File: src/rtl/jzjpcc_memory_stage_pkg.sv
// Shared types for the JZJ pipelined core memory stage: FSM states, funct3
// encodings and the M pipeline register layout.
package jzjpcc_mem_types;

    localparam int FUNCT3_W = 3;

    localparam logic [1:0] SIZE_BYTE = 2'b00;
    localparam logic [1:0] SIZE_HALF = 2'b01;
    localparam logic [1:0] SIZE_WORD = 2'b10;

    typedef enum logic [1:0] {
        ST_IDLE = 2'd0,
        ST_WAIT = 2'd1,
        ST_DONE = 2'd2
    } mem_state_t;

    typedef struct packed {
        logic                valid;
        logic                is_load;
        logic                is_store;
        logic [FUNCT3_W-1:0] funct3;
        logic [29:0]         addr;
        logic [1:0]          byte_offset;
        logic [3:0]          byte_mask;
        logic [31:0]         write_data;
        logic [31:0]         alu_result;
        logic [4:0]          rd_index;
        logic                rd_write_enable;
    } m_reg_t;

endpackage

File: src/rtl/jzjpcc_memory_stage_if.sv
// Data-memory bus between the memory stage (master) and the memory (slave).
// A request is held until the cycle in which memAck is high.
interface jzjpcc_memory_stage_if;
    logic        memRequest;
    logic        memWriteEnable;
    logic [29:0] memAddress;
    logic [3:0]  memByteMask;
    logic [31:0] memWriteData;
    logic [31:0] memReadData;
    logic        memAck;

    modport master (
        output memRequest,
        output memWriteEnable,
        output memAddress,
        output memByteMask,
        output memWriteData,
        input  memReadData,
        input  memAck
    );

    modport slave (
        input  memRequest,
        input  memWriteEnable,
        input  memAddress,
        input  memByteMask,
        input  memWriteData,
        output memReadData,
        output memAck
    );
endinterface

File: src/rtl/jzjpcc_memory_stage_load_aligner.sv
// Turns a memory-order read word into an RV32I load result: byte/half/word
// selection by offset, sign or zero extension; unsupported cases give zero.
module jzjpcc_load_aligner
    import jzjpcc_mem_types::*;
(
    input  logic [FUNCT3_W-1:0] funct3,
    input  logic [1:0]          byte_offset,
    input  logic [31:0]         mem_word,
    output logic [31:0]         load_data
);
    logic [7:0]  byte_sel;
    logic [15:0] half_sel;
    logic        sign_ext;

    // NOTE: every output of a combinational block gets a default first so no latch is inferred.
    always_comb begin
        load_data = '0;
        sign_ext  = ~funct3[2];

        case (byte_offset)
            2'd0:    byte_sel = mem_word[31:24];
            2'd1:    byte_sel = mem_word[23:16];
            2'd2:    byte_sel = mem_word[15:8];
            default: byte_sel = mem_word[7:0];
        endcase

        // Memory order is big-endian within the word; RISC-V values are little-endian.
        half_sel = byte_offset[1] ? {mem_word[7:0], mem_word[15:8]}
                                  : {mem_word[23:16], mem_word[31:24]};

        case (funct3[1:0])
            SIZE_BYTE: load_data = {{24{sign_ext & byte_sel[7]}}, byte_sel};
            SIZE_HALF: begin
                if (!byte_offset[0]) begin
                    load_data = {{16{sign_ext & half_sel[15]}}, half_sel};
                end
            end
            SIZE_WORD: begin
                if (byte_offset == 2'd0) begin
                    load_data = {mem_word[7:0], mem_word[15:8], mem_word[23:16], mem_word[31:24]};
                end
            end
            default: load_data = '0;
        endcase
    end
endmodule

File: src/rtl/jzjpcc_memory_stage.sv
// Memory stage of the JZJ pipelined core: holds one instruction in the M register,
// drives its bus access, stalls upstream until acknowledged, and feeds writeback.
module jzjpcc_memory_stage
    import jzjpcc_mem_types::*;
(
    input  logic                 clock,
    input  logic                 reset_n,
    input  logic                 valid_execute,
    input  logic                 isLoad_execute,
    input  logic                 isStore_execute,
    input  logic [FUNCT3_W-1:0]  funct3_execute,
    input  logic [29:0]          memAddress_execute,
    input  logic [1:0]           memByteOffset_execute,
    input  logic [3:0]           memByteMask_execute,
    input  logic [31:0]          memDataToWrite_execute,
    input  logic [31:0]          aluResult_execute,
    input  logic [4:0]           rdIndex_execute,
    input  logic                 rdWriteEnable_execute,
    jzjpcc_memory_stage_if.master mem,
    output logic                 stall_memory,
    output logic                 valid_writeback,
    output logic [4:0]           rdIndex_writeback,
    output logic                 rdWriteEnable_writeback,
    output logic [31:0]          rdWriteData_writeback
);
    m_reg_t      m_q;
    m_reg_t      m_d;
    mem_state_t  state_q;
    mem_state_t  state_d;
    logic        mem_request;
    logic [31:0] load_data;

    always_comb begin
        m_d.valid           = valid_execute;
        m_d.is_load         = isLoad_execute;
        m_d.is_store        = isStore_execute;
        m_d.funct3          = funct3_execute;
        m_d.addr            = memAddress_execute;
        m_d.byte_offset     = memByteOffset_execute;
        m_d.byte_mask       = memByteMask_execute;
        m_d.write_data      = memDataToWrite_execute;
        m_d.alu_result      = aluResult_execute;
        m_d.rd_index        = rdIndex_execute;
        m_d.rd_write_enable = rdWriteEnable_execute;
    end

    // NOTE: only valid is reset; the payload is ignored while valid is low, so it needs no reset.
    always_ff @(posedge clock) begin
        if (!reset_n) begin
            m_q.valid <= 1'b0;
        end else if (!stall_memory) begin
            m_q <= m_d;
        end
    end

    assign mem_request        = m_q.valid & (m_q.is_load | m_q.is_store) & (state_q != ST_DONE);
    assign stall_memory       = mem_request & ~mem.memAck;
    assign mem.memRequest     = mem_request;
    assign mem.memWriteEnable = mem_request & m_q.is_store;
    assign mem.memAddress     = m_q.addr;
    assign mem.memByteMask    = m_q.byte_mask;
    assign mem.memWriteData   = m_q.write_data;

    // An ack with no request never moves the FSM, so DONE stays unreachable.
    always_comb begin
        state_d = state_q;
        case (state_q)
            ST_IDLE: if (mem_request && !mem.memAck) state_d = ST_WAIT;
            ST_WAIT: if (mem_request && mem.memAck)  state_d = ST_IDLE;
            default: state_d = ST_IDLE;
        endcase
    end

    // NOTE: sequential state uses non-blocking assignments so every flop samples pre-edge values.
    always_ff @(posedge clock) begin
        if (!reset_n) begin
            state_q <= ST_IDLE;
        end else begin
            state_q <= state_d;
        end
    end

    jzjpcc_load_aligner u_load_aligner (
        .funct3      (m_q.funct3),
        .byte_offset (m_q.byte_offset),
        .mem_word    (mem.memReadData),
        .load_data   (load_data)
    );

    always_ff @(posedge clock) begin
        if (!reset_n) begin
            valid_writeback         <= 1'b0;
            rdIndex_writeback       <= '0;
            rdWriteEnable_writeback <= 1'b0;
            rdWriteData_writeback   <= '0;
        end else if (!stall_memory) begin
            valid_writeback         <= m_q.valid;
            rdIndex_writeback       <= m_q.rd_index;
            rdWriteEnable_writeback <= m_q.valid & m_q.rd_write_enable & ~m_q.is_store;
            rdWriteData_writeback   <= (m_q.valid & m_q.is_load) ? load_data : m_q.alu_result;
        end
    end
endmodule

File: src/flat_wrapper.sv
// flat-port wrapper written by rule: the top's interface ports become plain ports
module jzjpcc_memory_stage_flat import jzjpcc_mem_types::*;
  (clock, reset_n, valid_execute, isLoad_execute, isStore_execute, funct3_execute, memAddress_execute, memByteOffset_execute, memByteMask_execute, memDataToWrite_execute, aluResult_execute, rdIndex_execute, rdWriteEnable_execute, stall_memory, valid_writeback, rdIndex_writeback, rdWriteEnable_writeback, rdWriteData_writeback, mem_memRequest, mem_memWriteEnable, mem_memAddress, mem_memByteMask, mem_memWriteData, mem_memReadData, mem_memAck);
  jzjpcc_memory_stage_if mem_i ();
  input  logic clock;
  input  logic reset_n;
  input  logic valid_execute;
  input  logic isLoad_execute;
  input  logic isStore_execute;
  input  logic [FUNCT3_W-1:0] funct3_execute;
  input  logic [29:0] memAddress_execute;
  input  logic [1:0] memByteOffset_execute;
  input  logic [3:0] memByteMask_execute;
  input  logic [31:0] memDataToWrite_execute;
  input  logic [31:0] aluResult_execute;
  input  logic [4:0] rdIndex_execute;
  input  logic rdWriteEnable_execute;
  output logic stall_memory;
  output logic valid_writeback;
  output logic [4:0] rdIndex_writeback;
  output logic rdWriteEnable_writeback;
  output logic [31:0] rdWriteData_writeback;
  output wire logic [$bits(mem_i.memRequest)-1:0] mem_memRequest;
  output wire logic [$bits(mem_i.memWriteEnable)-1:0] mem_memWriteEnable;
  output wire logic [$bits(mem_i.memAddress)-1:0] mem_memAddress;
  output wire logic [$bits(mem_i.memByteMask)-1:0] mem_memByteMask;
  output wire logic [$bits(mem_i.memWriteData)-1:0] mem_memWriteData;
  input wire logic [$bits(mem_i.memReadData)-1:0] mem_memReadData;
  input wire logic [$bits(mem_i.memAck)-1:0] mem_memAck;
  assign mem_memRequest = mem_i.memRequest;
  assign mem_memWriteEnable = mem_i.memWriteEnable;
  assign mem_memAddress = mem_i.memAddress;
  assign mem_memByteMask = mem_i.memByteMask;
  assign mem_memWriteData = mem_i.memWriteData;
  assign mem_i.memReadData = mem_memReadData;
  assign mem_i.memAck = mem_memAck;
  jzjpcc_memory_stage u_core (.clock(clock), .reset_n(reset_n), .valid_execute(valid_execute), .isLoad_execute(isLoad_execute), .isStore_execute(isStore_execute), .funct3_execute(funct3_execute), .memAddress_execute(memAddress_execute), .memByteOffset_execute(memByteOffset_execute), .memByteMask_execute(memByteMask_execute), .memDataToWrite_execute(memDataToWrite_execute), .aluResult_execute(aluResult_execute), .rdIndex_execute(rdIndex_execute), .rdWriteEnable_execute(rdWriteEnable_execute), .mem(mem_i), .stall_memory(stall_memory), .valid_writeback(valid_writeback), .rdIndex_writeback(rdIndex_writeback), .rdWriteEnable_writeback(rdWriteEnable_writeback), .rdWriteData_writeback(rdWriteData_writeback));
endmodule
File: config.mk
export PLATFORM = sky130hd
export DESIGN_NAME = jzjpcc_memory_stage_flat
export DESIGN_NICKNAME = d
export VERILOG_FILES = /design/src/rtl/jzjpcc_memory_stage_pkg.sv /design/src/rtl/jzjpcc_memory_stage_if.sv /design/src/rtl/jzjpcc_memory_stage_load_aligner.sv /design/src/rtl/jzjpcc_memory_stage.sv /design/src/flat_wrapper.sv
export SDC_FILE = /design/constraint.sdc
export NUM_CORES = 1
export LEC_CHECK = 0
export BUFFER_PORTS_ARGS = -buffer_cell sky130_fd_sc_hd__buf_2
export CORE_UTILIZATION = 45
export CTS_BUF_LIST = sky130_fd_sc_hd__clkbuf_2 sky130_fd_sc_hd__clkbuf_4 sky130_fd_sc_hd__clkbuf_8
export CTS_CLUSTER_SIZE = 20
export DETAILED_ROUTE_END_ITERATION = 16
export HOLD_SLACK_MARGIN = 0.15
export MAX_ROUTING_LAYER = met4
export PLACE_DENSITY_LB_ADDON = 0.05
export SETUP_SLACK_MARGIN = 0.5
export SKIP_CTS_REPAIR_TIMING = 1
export SYNTH_ARGS = -nofsm -noshare
export SYNTH_HDL_FRONTEND = slang
export SYNTH_SLANG_ARGS = --single-unit
File: constraint.sdc
create_clock -name clock -period 6.94 [get_ports clock]
set_clock_uncertainty 0.05 [all_clocks]
set_input_delay 1.388 -clock clock [delete_from_list [all_inputs] [get_ports clock]]
set_output_delay 1.388 -clock clock [all_outputs]
set_load 0.02 [all_outputs]
=== Word-level counts from Yosys, hierarchy flattened ===
Index checks and enable logic that the tools add are counted.

* Bits of input ports: 147
* Bits in registers: 153
* Output and inout bits: 108
* Logic and storage cells: 55

* Multiplexer cells: 9
* Equal/unequal tests: 8
* Reductions and logical operators: 8
* Bitwise operators: 14

{| class="wikitable"
|+ Operators by type and width
! operator !! count
|-
| 32-bit two-way mux || 3
|-
| 32-bit case mux with 3 select lines || 1
|-
| 8-bit case mux with 3 select lines || 1
|-
| 16-bit two-way mux || 1
|-
| 1-bit bitwise AND || 9
|-
| 2-bit by 1-bit == test with 1-bit output (second input constant) || 3
|-
| 2-bit zero test || 3
|-
| 2-bit == test (second input constant) || 2
|-
| 2-bit two-way mux || 2
|-
| 2-bit by 1-bit != test with 1-bit output (second input constant) || 2
|-
| 1-bit inverter || 4
|-
| 2-bit case mux with 2 select lines || 1
|-
| 2-bit AND reduction || 2
|-
| 1-bit logical AND || 2
|-
| 2-bit != test (second input constant) || 1
|-
| 1-bit zero test || 1
|-
| 1-bit bitwise OR || 1
|}

=== Logic depth before layout (Yosys ltp) ===
Gate-level depths: netlist (run 1).

* Depth in word-level cells: 6
* Mapped depth: 7
* Mapped depth without buffers: 5

=== By module ===
Synthesis (run 1) repeated with hierarchy kept, for this count alone.

* Cells, all modules: 510
* Area total of the unflattened synthesis: 6725.2 µm²

{| class="wikitable"
|+ Modules (own cells, without submodules)
! module !! times used !! seq. area each (µm²) !! area each (µm²) !! cells an instance
|-
| jzjpcc_memory_stage || 1 || 4134.0 || 5831.8 || 400
|-
| jzjpcc_load_aligner || 1 || 0.0 || 893.4 || 110
|}

=== Least setup slack after synthesis (run 1) ===
Ideal clock, no wire load.

* Path kind: input to register
* Start point: input mem_memAck
* End point: register u_core.m_q[0] in the netlist's numbering (enable)
* Setup slack: -0.555 ns
* Data arrival time: 6.862 ns
* Stages on the path: 5
* Setup time: 0.583 ns
* Data required time: 6.307 ns
* Buffers on the path: 2
* Path through: buf_1 or2_1 inv_2 clkbuf_1 nor2_1

* Word-level cells in the longest chain between the ends: 4

{| class="wikitable"
|+ Ends and longest elaborated chain
! element !! line !! RTL
|-
| start, declared || flat_wrapper.sv:29 || <nowiki>input wire logic [$bits(mem_i.memAck)-1:0] mem_memAck;</nowiki>
|-
| 1-bit inverter || jzjpcc_memory_stage.sv:57 || <nowiki>assign stall_memory = mem_request & ~mem.memAck;</nowiki>
|-
| 1-bit bitwise AND || jzjpcc_memory_stage.sv:57 ||
|-
| net stall_memory || flat_wrapper.sv:18 || <nowiki>output logic stall_memory;</nowiki>
|-
| 1-bit inverter (no source line) || -- ||
|-
| 2-bit AND reduction (no source line) || -- ||
|-
| end signal, assigned || jzjpcc_memory_stage.sv:52 || <nowiki>m_q <= m_d;</nowiki>
|-
| end, declared || jzjpcc_memory_stage.sv:26 || <nowiki>m_reg_t m_q;</nowiki>
|}

The timed path passes the listed nets, and every way through them passes these cells.
A chain may end at the register's enable or synchronous reset.

=== Final worst setup path (run 1) ===
* Start point: input mem_memAck
* End point: output stall_memory

* Word-level cells in the longest chain between the ends: 2

{| class="wikitable"
|+ Ends and longest elaborated chain
! element !! line
|-
| 1-bit inverter || jzjpcc_memory_stage.sv:57
|-
| 1-bit bitwise AND || jzjpcc_memory_stage.sv:57
|-
| end, declared || flat_wrapper.sv:18
|}

No other way between the ends.

==> run summary, run 1 <==
diodes inserted -> 0
Seq/Total Area, Yosys -> 0.651
Avg Cell Area, Syn -> 13.4 um^2
TritonCTS buffer count -> 17
drt pass-1 iters -> 5
critical path class -> input pin to output pin
Routed Antenna Nets -> 0
clock sinks -> 151
Comb pwr share -> 0.124
top-count cell post-synth -> edfxtp_1
DP Wirelength -> 11,000 um
routed wire length -> 15,400 um
storage element area -> 4130 um^2
Setup crit end kind -> output pin
global-route wire length before repair -> 22,900 um
VDD IR max -> 0.000166 V
WP data required -> 5.50 ns
multi-input logic area -> 1570 um^2
drt first-iter violations -> 358
routed len/inst -> 18.3 um
Die Area -> 14,600 um^2
Synth top area share -> 0.525
FMAX -> 0.222 GHz
Finished Layout Cells -> 842
CTS tree -> done
Setup TNS -> 0 ns
GRT Overall Usage -> 0.221
Final Hold Vio Count -> 0
Ports -> 255
Final period util -> 0.650
total grt overflow -> 0
setup ws final -> 2.43 ns
Synth Net Count -> 620
Root Buffer -> clkbuf_8
reg2reg setup slack -> 3.49 ns
Reg power frac -> 0.524
routed via count -> 4,502
status -> finished clean
clk slew on worst S/H paths -> 0.07 ns
largest area contributor in the netlist -> edfxtp_1
Placement Setup Slack -> 2.45 ns
buffers added on ports -> 254
Mapped Cells -> 473
Cell Int Power -> 1.52 mW
CTS HTree Levels -> 4
Final Slew Violations -> 0
FF-to-FF path depth -> 6
Post-synth EDFFs -> 111
Via density -> 5.35
final-layout fill cell count -> 1,240
Longest Clk Path Bufs -> 2
Worst Tran Pin Value -> 0.929 ns
largest net degree at the start of global routing -> 92
Final min period -> 4.51 ns
hold depth -> 2
max_slew headroom -> 0.378
Hold Slack -> 0.400 ns
leak pwr -> 3.17 nW
clock power share -> 0.352
Worst-Skew Late Latency -> 0.45 ns
Psw -> 506 uW
Starting Density -> 0.460
Final Core Density -> 0.554
power per cell area -> 264 nW/um^2
Remaining DRCs -> 0
Hold Crit Class -> register to register
Synth cell types -> 42
core area -> 13,800 um^2
DIE HEIGHT -> 121 um
vias in the first global route -> 4,409
Worst setup SP type -> input pin
Async SR Flop Fraction -> 0
yosys warns -> 0
final setup fails -> 0
Die Wd -> 121 um
row cnt -> 43
Max Cap Viol -> 0
Main synth FF type -> edfxtp_1
# nets final -> 798
list of most frequent post-synthesis cells -> 111 x edfxtp_1, 67 x buf_4, 40 x dfxtp_1
CP arrival -> 3.07 ns
Mapped Area -> 6350 um^2
layout cell share with drive strength beyond 1 -> 0.459
synth top area cells -> edfxtp_1 52%, dfxtp_1 13%, buf_4 7.9%, a221oi_1 4.3%, o21ai_0 2.9%
initial antenna violation count -> 0
Synth Register Bits -> 151
Sw Ratio -> 0.250
area grow syn2layout -> 20.6%
RSZ-0062 raised after global routing -> no
critical path fanouts, max -> 52
RD Place Congestion -> 0.786
Placed Cells incl. Taps -> 812
## path summary, 6_finish.rpt
path | start | to
max | mem_memAck | stall_memory
max reg2reg | u_core.m_q[110] | u_core.m_q[18]
min reg2reg | u_core.rdIndex_writeback[1] | u_core.rdIndex_writeback[1]
min | u_core.rdIndex_writeback[1] | u_core.rdIndex_writeback[1]
## cell usage in the layout (no fill, tap or decap), types with 2 or more instances in the layout
cell and instances:
buf_2 254, edfxtp_1 111, dfxtp_1 40, o21ai_0 37
a221oi_1 31, nand2_1 29, a21oi_1 23, clkbuf_8 17
and2_1 16, a31oi_1 15, mux4_2 8, a22o_1 8
nor3_1 8, o311a_1 8, nor3b_1 7, clkinvlp_4 5
nor2_1 4, bufinv_16 4, inv_1 3, nand3_1 3
nand2b_1 2, a2bb2oi_1 2, clkinv_1 2, clkinv_4 2
buf_4 2
## per-stage QoR
step / power, mW / cell area [um^2]
after detailed placement: 1.33 / 7250
final: 2.02 / 7660
after floorplan: 1.25 / 6360
after global placement: 1.33 / 7250
after global routing: 2.10 / 7660
after CTS: 2.04 / 7660
## flip-flops by register name (all words and copies together), names as in the netlist
name and flops:
u_core.rdWriteData_writeback 32, u_core.rdIndex_writeback 5, u_core.valid_writeback 1, u_core.mem.memByteMask 4, u_core.mem.memAddress 30, u_core.mem.memWriteData 32, u_core.m_q 46, u_core.rdWriteEnable_writeback 1
## final cells by class
type | count | share of cell area
well taps | 180 | 0.0294
clock inverters | 13 | 0.0238
multi-input cells | 220 | 0.204
inverters | 4 | 0.00196
repair buffers | 257 | 0.170
clock buffers | 17 | 0.0305
flip-flops and latches | 151 | 0.540
## routing by layer
metal / wire (um) / vias to the layer above / global-route usage
li1: - / 2100 / -
met1: 6200 / 2172 / 0.258
met2: 7730 / 215 / 0.361
met3: 1280 / 15 / 0.0712
met4: 179 / 0 / 0.0694
met5: 0 / - / -
## logic make-up after synthesis
group / synth area share
buf+inv: 0.104
simple gates: 0.0687
xor+xnor: 0.00256
mux: 0.0299
flops: 0.651
compound gates: 0.144
## power by group through the flow
stage	sequential (mW)	combinational, mW	clock (mW)
final	1.06	0.250	0.712
after global routing	1.07	0.270	0.758
after CTS	1.06	0.253	0.730
after detailed placement	1.08	0.252	0
after global placement	1.08	0.246	0
after floorplan	1.09	0.158	0
## critical path, stage by stage
cell and delay (ns):
buf_2 0.16, or2_1 0.23, buf_4 0.26, inv_2 0.70, buf_2 0.30
Note: power is estimated with default switching activity, not from simulation.
==> run 2: changes to the inputs <==
--- a/config.mk
+++ b/config.mk
@@ -6,7 +6,7 @@
 export NUM_CORES = 1
 export LEC_CHECK = 0
 export BUFFER_PORTS_ARGS = -buffer_cell sky130_fd_sc_hd__buf_2
-export CORE_UTILIZATION = 45
+export CORE_UTILIZATION = 50
 export CTS_BUF_LIST = sky130_fd_sc_hd__clkbuf_2 sky130_fd_sc_hd__clkbuf_4 sky130_fd_sc_hd__clkbuf_8
 export CTS_CLUSTER_SIZE = 20
 export DETAILED_ROUTE_END_ITERATION = 16
==> constraint.sdc (replaced) <==
create_clock -name clock -period 4.45 [get_ports clock]
set_clock_uncertainty 0.05 [all_clocks]
set_input_delay 0.89 -clock clock [delete_from_list [all_inputs] [get_ports clock]]
set_output_delay 0.89 -clock clock [all_outputs]
set_load 0.02 [all_outputs]
==> run 2 against run 1 <==
  * Wire length is 1.6% lower
  * Utilization is 6.6 points higher
  * Critical path depth stayed put
  * Largest cell class unchanged
  * Hold slack got worse by 0.00089 ns
  * Count of clock-buffer cells in the layout is the same
  * Sequential power is 57% higher
  * Non-clock buffer count is 2 higher
  * Cell count decreased by 0.95%
  * Sequential share of layout area increased by 0.60 points
  * Largest power group unchanged
  * First-iteration DRC count up 35%
==> run summary, run 2 (synthesis results as in run 1) <==
status -> finished clean
overall power -> 2.98 mW
leak pwr -> 3.17 nW
multi-input logic area -> 1570 um^2
GRT Overall Usage -> 0.241
Final min period -> 3.05 ns
layout cell share with drive strength beyond 1 -> 0.461
final setup fails -> 0
Routed Antenna Nets -> 0
FMAX -> 0.328 GHz
VDD IR max -> 0.000260 V
Final period util -> 0.685
TritonCTS buffer count -> 17
Longest Clk Path Bufs -> 2
critical path fanouts, max -> 40
Setup crit end kind -> output pin
clk slew on worst S/H paths -> 0.08 ns
total grt overflow -> 0
WP data required -> 3.51 ns
buffers added on ports -> 254
Die Wd -> 115 um
Starting Density -> 0.520
Setup TNS -> 0 ns
vias in the first global route -> 4,407
Worst Tran Pin Value -> 0.898 ns
Worst setup SP type -> register
Worst-Skew Late Latency -> 0.45 ns
initial antenna violation count -> 0
most common library cell in the layout ignoring fill and taps -> buf_2
final-layout fill cell count -> 1,044
area grow syn2layout -> 19.3%
Critical Path Max Stage Delay -> 0.45 ns
row cnt -> 40
drt first-iter violations -> 485
worst-path cell chain -> o21ai_2 > or2_1 > buf_4 > inv_2 > buf_2
routed wire length -> 15,100 um
clock sinks -> 151
CTS tree -> done
global-route wire length before repair -> 22,400 um
Ports -> 255
Hold Crit Class -> register to register
critical path class -> register to output pin
routed len/inst -> 18.2 um
CP max stage cell -> edfxtp_1
Via density -> 5.44
largest register by flop count -> u_core.m_q
max_slew headroom -> 0.399
power per cell area -> 393 nW/um^2
# nets final -> 800
RD Place Congestion -> 0.847
diodes inserted -> 0
storage element area -> 4130 um^2
Max Cap Viol -> 0
most frequent cells in the layout -> 254 x buf_2, 111 x edfxtp_1, 40 x dfxtp_1
DP Wirelength -> 10,900 um
Root Buffer -> clkbuf_8
routed via count -> 4,538
drt pass-1 iters -> 5
largest net degree at the start of global routing -> 60
RSZ-0062 raised after global routing -> no
CTS HTree Levels -> 4
Final Core Density -> 0.621
Final Slew Violations -> 0
DIE HEIGHT -> 115 um
Remaining DRCs -> 0
Die Area -> 13,200 um^2
core area -> 12,200 um^2
CP arrival -> 2.11 ns
max FFs per register -> 46
Final Hold Vio Count -> 0
-- run 2: final timing paths --
path / endpoint / start / cells past startpoint / slack (ns)
hold reg to reg: u_core.rdIndex_writeback[1] / u_core.rdIndex_writeback[1] / 2 / 0.40
setup reg to reg: u_core.mem.memWriteData[31] / u_core.m_q[110] / 6 / 1.79
hold / removal: u_core.rdIndex_writeback[1] / u_core.rdIndex_writeback[1] / 2 / 0.40
setup / recovery: stall_memory / u_core.m_q[110] / 5 / 1.40
-- run 2: area by class of cell --
cell class              instances  area share
clock buffers                  17      0.0309
inverters                       4     0.00198
repair buffers                259       0.173
flip-flops and latches        151       0.545
multi-input cells             220       0.207
clock inverters                15      0.0147
well taps                     168      0.0277
-- run 2: report_power, final --
group / total (mW) / switching (mW) / leakage (nW) / internal [mW]
combinational: 0.390 / 0.236 / 1.58 / 0.154
sequential: 1.66 / 0.0449 / 1.41 / 1.61
clock: 0.932 / 0.500 / 0.186 / 0.432
-- run 2: critical path: cells and delay by family, from the launching register on --
family | cells | cell delay (ns)
buffers and inverters | 3 | 0.65
AO/OA/AOI/OAI | 1 | 0.39
flip-flops | 1 | 0.45
AND/OR/NAND/NOR | 1 | 0.16
-- run 2: layer usage --
layer / GRT usage / routed length, um / part of all wire / up-vias
li1: - / - / - / 2104
met1: 0.281 / 5920 / 0.39 / 2147
met2: 0.380 / 7510 / 0.50 / 259
met3: 0.0901 / 1370 / 0.090 / 28
met4: 0.0944 / 348 / 0.023 / 0
met5: - / 0 / 0 / -
-- run 2: metrics by stage --
step | hold WS (ns) | setup WS, ns | area (um^2) | instances
2_1_floorplan | 0.422 | 0.585 | 6360 | 473
3_3_place_gp | 0.392 | 1.55 | 7230 | 802
3_5_place_dp | 0.396 | 1.44 | 7230 | 802
4_1_cts | 0.406 | 1.37 | 7580 | 834
5_1_grt | 0.423 | 1.25 | 7580 | 834
6_report | 0.400 | 1.40 | 7580 | 834
==> run 3: changes to the inputs <==
--- a/config.mk
+++ b/config.mk
@@ -5,6 +5,7 @@
 export SDC_FILE = /design/constraint.sdc
 export NUM_CORES = 1
 export LEC_CHECK = 0
+export ABC_AREA = 1
 export BUFFER_PORTS_ARGS = -buffer_cell sky130_fd_sc_hd__buf_2
 export CORE_UTILIZATION = 50
 export CTS_BUF_LIST = sky130_fd_sc_hd__clkbuf_2 sky130_fd_sc_hd__clkbuf_4 sky130_fd_sc_hd__clkbuf_8
==> constraint.sdc (replaced) <==
create_clock -name clock -period 3 [get_ports clock]
set_clock_uncertainty 0.05 [all_clocks]
set_input_delay 0.6 -clock clock [delete_from_list [all_inputs] [get_ports clock]]
set_output_delay 0.6 -clock clock [all_outputs]
set_load 0.02 [all_outputs]
==> run 3 against run 2 <==
  * Synthesized cell count rose by 32%
  * Count of clock-buffer cells in the layout increased by 1
  * Non-clock buffer count up 1
  * Utilization is 0.19 points lower
  * Global-route usage grew 0.96 points
  * Wire length rose by 6.9%
  * Power increased by 57%
  * Area after synthesis up 2.4%
  * Critical path type unchanged
  * Largest cell class unchanged
  * Largest power group unchanged
==> run summary, run 3 <==
list of most frequent post-synthesis cells -> 164 x nand2_1, 111 x edfxtp_1, 70 x buf_4
CP max stage cell -> dfxtp_1
VDD IR max -> 0.000377 V
largest area contributor in the netlist -> edfxtp_1
Synth Net Count -> 770
top-count cell post-synth -> nand2_1
Max Cap Viol -> 0
RSZ-0062 raised after global routing -> no
power per cell area -> 595 nW/um^2
CP arrival -> 1.72 ns
Final Hold Vio Count -> 0
RD Place Congestion -> 0.888
Setup TNS -> 0 ns
setup ws final -> 0.633 ns
Hold Crit Class -> input pin to register
FMAX -> 0.422 GHz
Die Wd -> 116 um
largest net degree at the start of global routing -> 90
CTS HTree Levels -> 4
cell family with most CP delay -> simple AND/OR/NAND/NOR gates
leak pwr -> 3.59 nW
diodes inserted -> 0
Final period util -> 0.789
Avg Cell Area, Syn -> 10.4 um^2
Placement Setup Slack -> 0.500 ns
DIE HEIGHT -> 116 um
drt pass-1 iters -> 5
initial antenna violation count -> 0
critical path fanouts, max -> 42
Starting Density -> 0.513
final setup fails -> 0
buffers added on ports -> 254
largest register by flop count -> u_core.m_q
row cnt -> 41
status -> finished clean
max FFs per register -> 46
Routed Antenna Nets -> 0
routed len/inst -> 16.3 um
Remaining DRCs -> 0
Worst setup SP type -> register
CTS tree -> done
Setup crit end kind -> output pin
Worst-Skew Late Latency -> 0.44 ns
WP data required -> 2.35 ns
layout cell share with drive strength beyond 1 -> 0.388
clk slew on worst S/H paths -> 0.09 ns
most frequent cells in the layout -> 254 x buf_2, 162 x nand2_1, 111 x edfxtp_1
DP Wirelength -> 11,700 um
Ports -> 255
core area -> 12,700 um^2
total grt overflow -> 0
Synth cell types -> 25
synth top area cells -> edfxtp_1 51%, dfxtp_1 12%, nand2_1 9.5%, buf_4 8.1%, a21oi_1 4.9%
critical path class -> register to output pin
Post-synth EDFFs -> 111
Longest Clk Path Bufs -> 2
Root Buffer -> clkbuf_8
clock sinks -> 151
Mapped Cells -> 623
max_slew headroom -> 0.397
yosys warns -> 0
Async SR Flop Fraction -> 0
Die Area -> 13,500 um^2
worst-path cell chain -> nand2_1 > nand2_4 > nand2_8 > inv_12 > buf_2
Seq/Total Area, Yosys -> 0.635
Mapped Area -> 6510 um^2
global-route wire length before repair -> 24,000 um
Main synth FF type -> edfxtp_1
Final Slew Violations -> 0
area grow syn2layout -> 20.5%
routed via count -> 4,919
Synth Register Bits -> 151
worst path bufs/invs -> 2
Final min period -> 2.37 ns
Synth top area share -> 0.512
most common library cell in the layout ignoring fill and taps -> buf_2
TritonCTS buffer count -> 17
GRT Overall Usage -> 0.251
Worst Tran Pin Value -> 0.904 ns
routed wire length -> 16,200 um
drt first-iter violations -> 411
Critical Path Max Stage Delay -> 0.39 ns
vias in the first global route -> 4,824
# nets final -> 954
Via density -> 4.96
-- run 3: cell count changes after synthesis, moves of 16 or more --
cell / change
a21oi_1: +41
and2_1: -16
nand2_1: +135
nand3_1: +22
inv_1: +29
a221oi_1: -31
-- run 3: final timing paths --
path,startpoint,endpoint,slack [ns],cells past startpoint
worst max-delay path,u_core.m_q[111],stall_memory,0.63,5
worst min-delay path,memAddress_execute[10],u_core.mem.memAddress[10],0.27,1
worst max register to register,u_core.m_q[109],u_core.m_q[19],1.02,6
worst min register to register,u_core.m_q[1],u_core.rdIndex_writeback[0],0.43,2
-- run 3: kinds of logic (layout without fill, tap and decap cells) --
logic type | Yosys count | count (layout) | synth area share
buffers and inverters | 133 | 329 | 0.123
AOI/OAI and AO/OA | 125 | 125 | 0.101
DFF | 151 | 151 | 0.635
and+or+nand+nor | 214 | 214 | 0.140
-- run 3: power breakdown --
part,leakage (nW),switching [mW],internal (mW),total (mW)
combinational,1.98,0.418,0.214,0.632
sequential,1.41,0.0504,2.40,2.45
clock,0.202,0.814,0.771,1.59
total,3.59,1.28,3.38,4.66
-- run 3: metrics by stage --
stage	power, mW	area [um^2]	instances	util	hold slack [ns]
floorplan	2.92	6550	623	-	0.397
global placement	3.11	7420	960	0.586	0.404
detailed placement	3.12	7420	960	0.586	0.423
CTS	4.71	7820	991	0.617	0.234
global route	4.85	7840	991	0.619	0.236
finish	4.66	7840	991	0.619	0.269
-- run 3: area by class of cell --
cell class                      instances  area (um^2)
Fill cell                            1124         4830
Sequential cell                       151         4130
Multi-Input combinational cell        339         1600
Timing Repair Buffer                  260         1330
Clock buffer                           18          241
Tap cell                              172          215
Clock inverter                         13          160
Inverter                               38          158
-- run 3: per-layer routing --
metal / up-vias / wire [um] / global-route usage
met2: 198 / 8220 / 0.417
met4: 0 / 480 / 0.123
li1: 2392 / - / -
met1: 2294 / 6470 / 0.281
met3: 35 / 1020 / 0.0633
met5: - / 0 / -
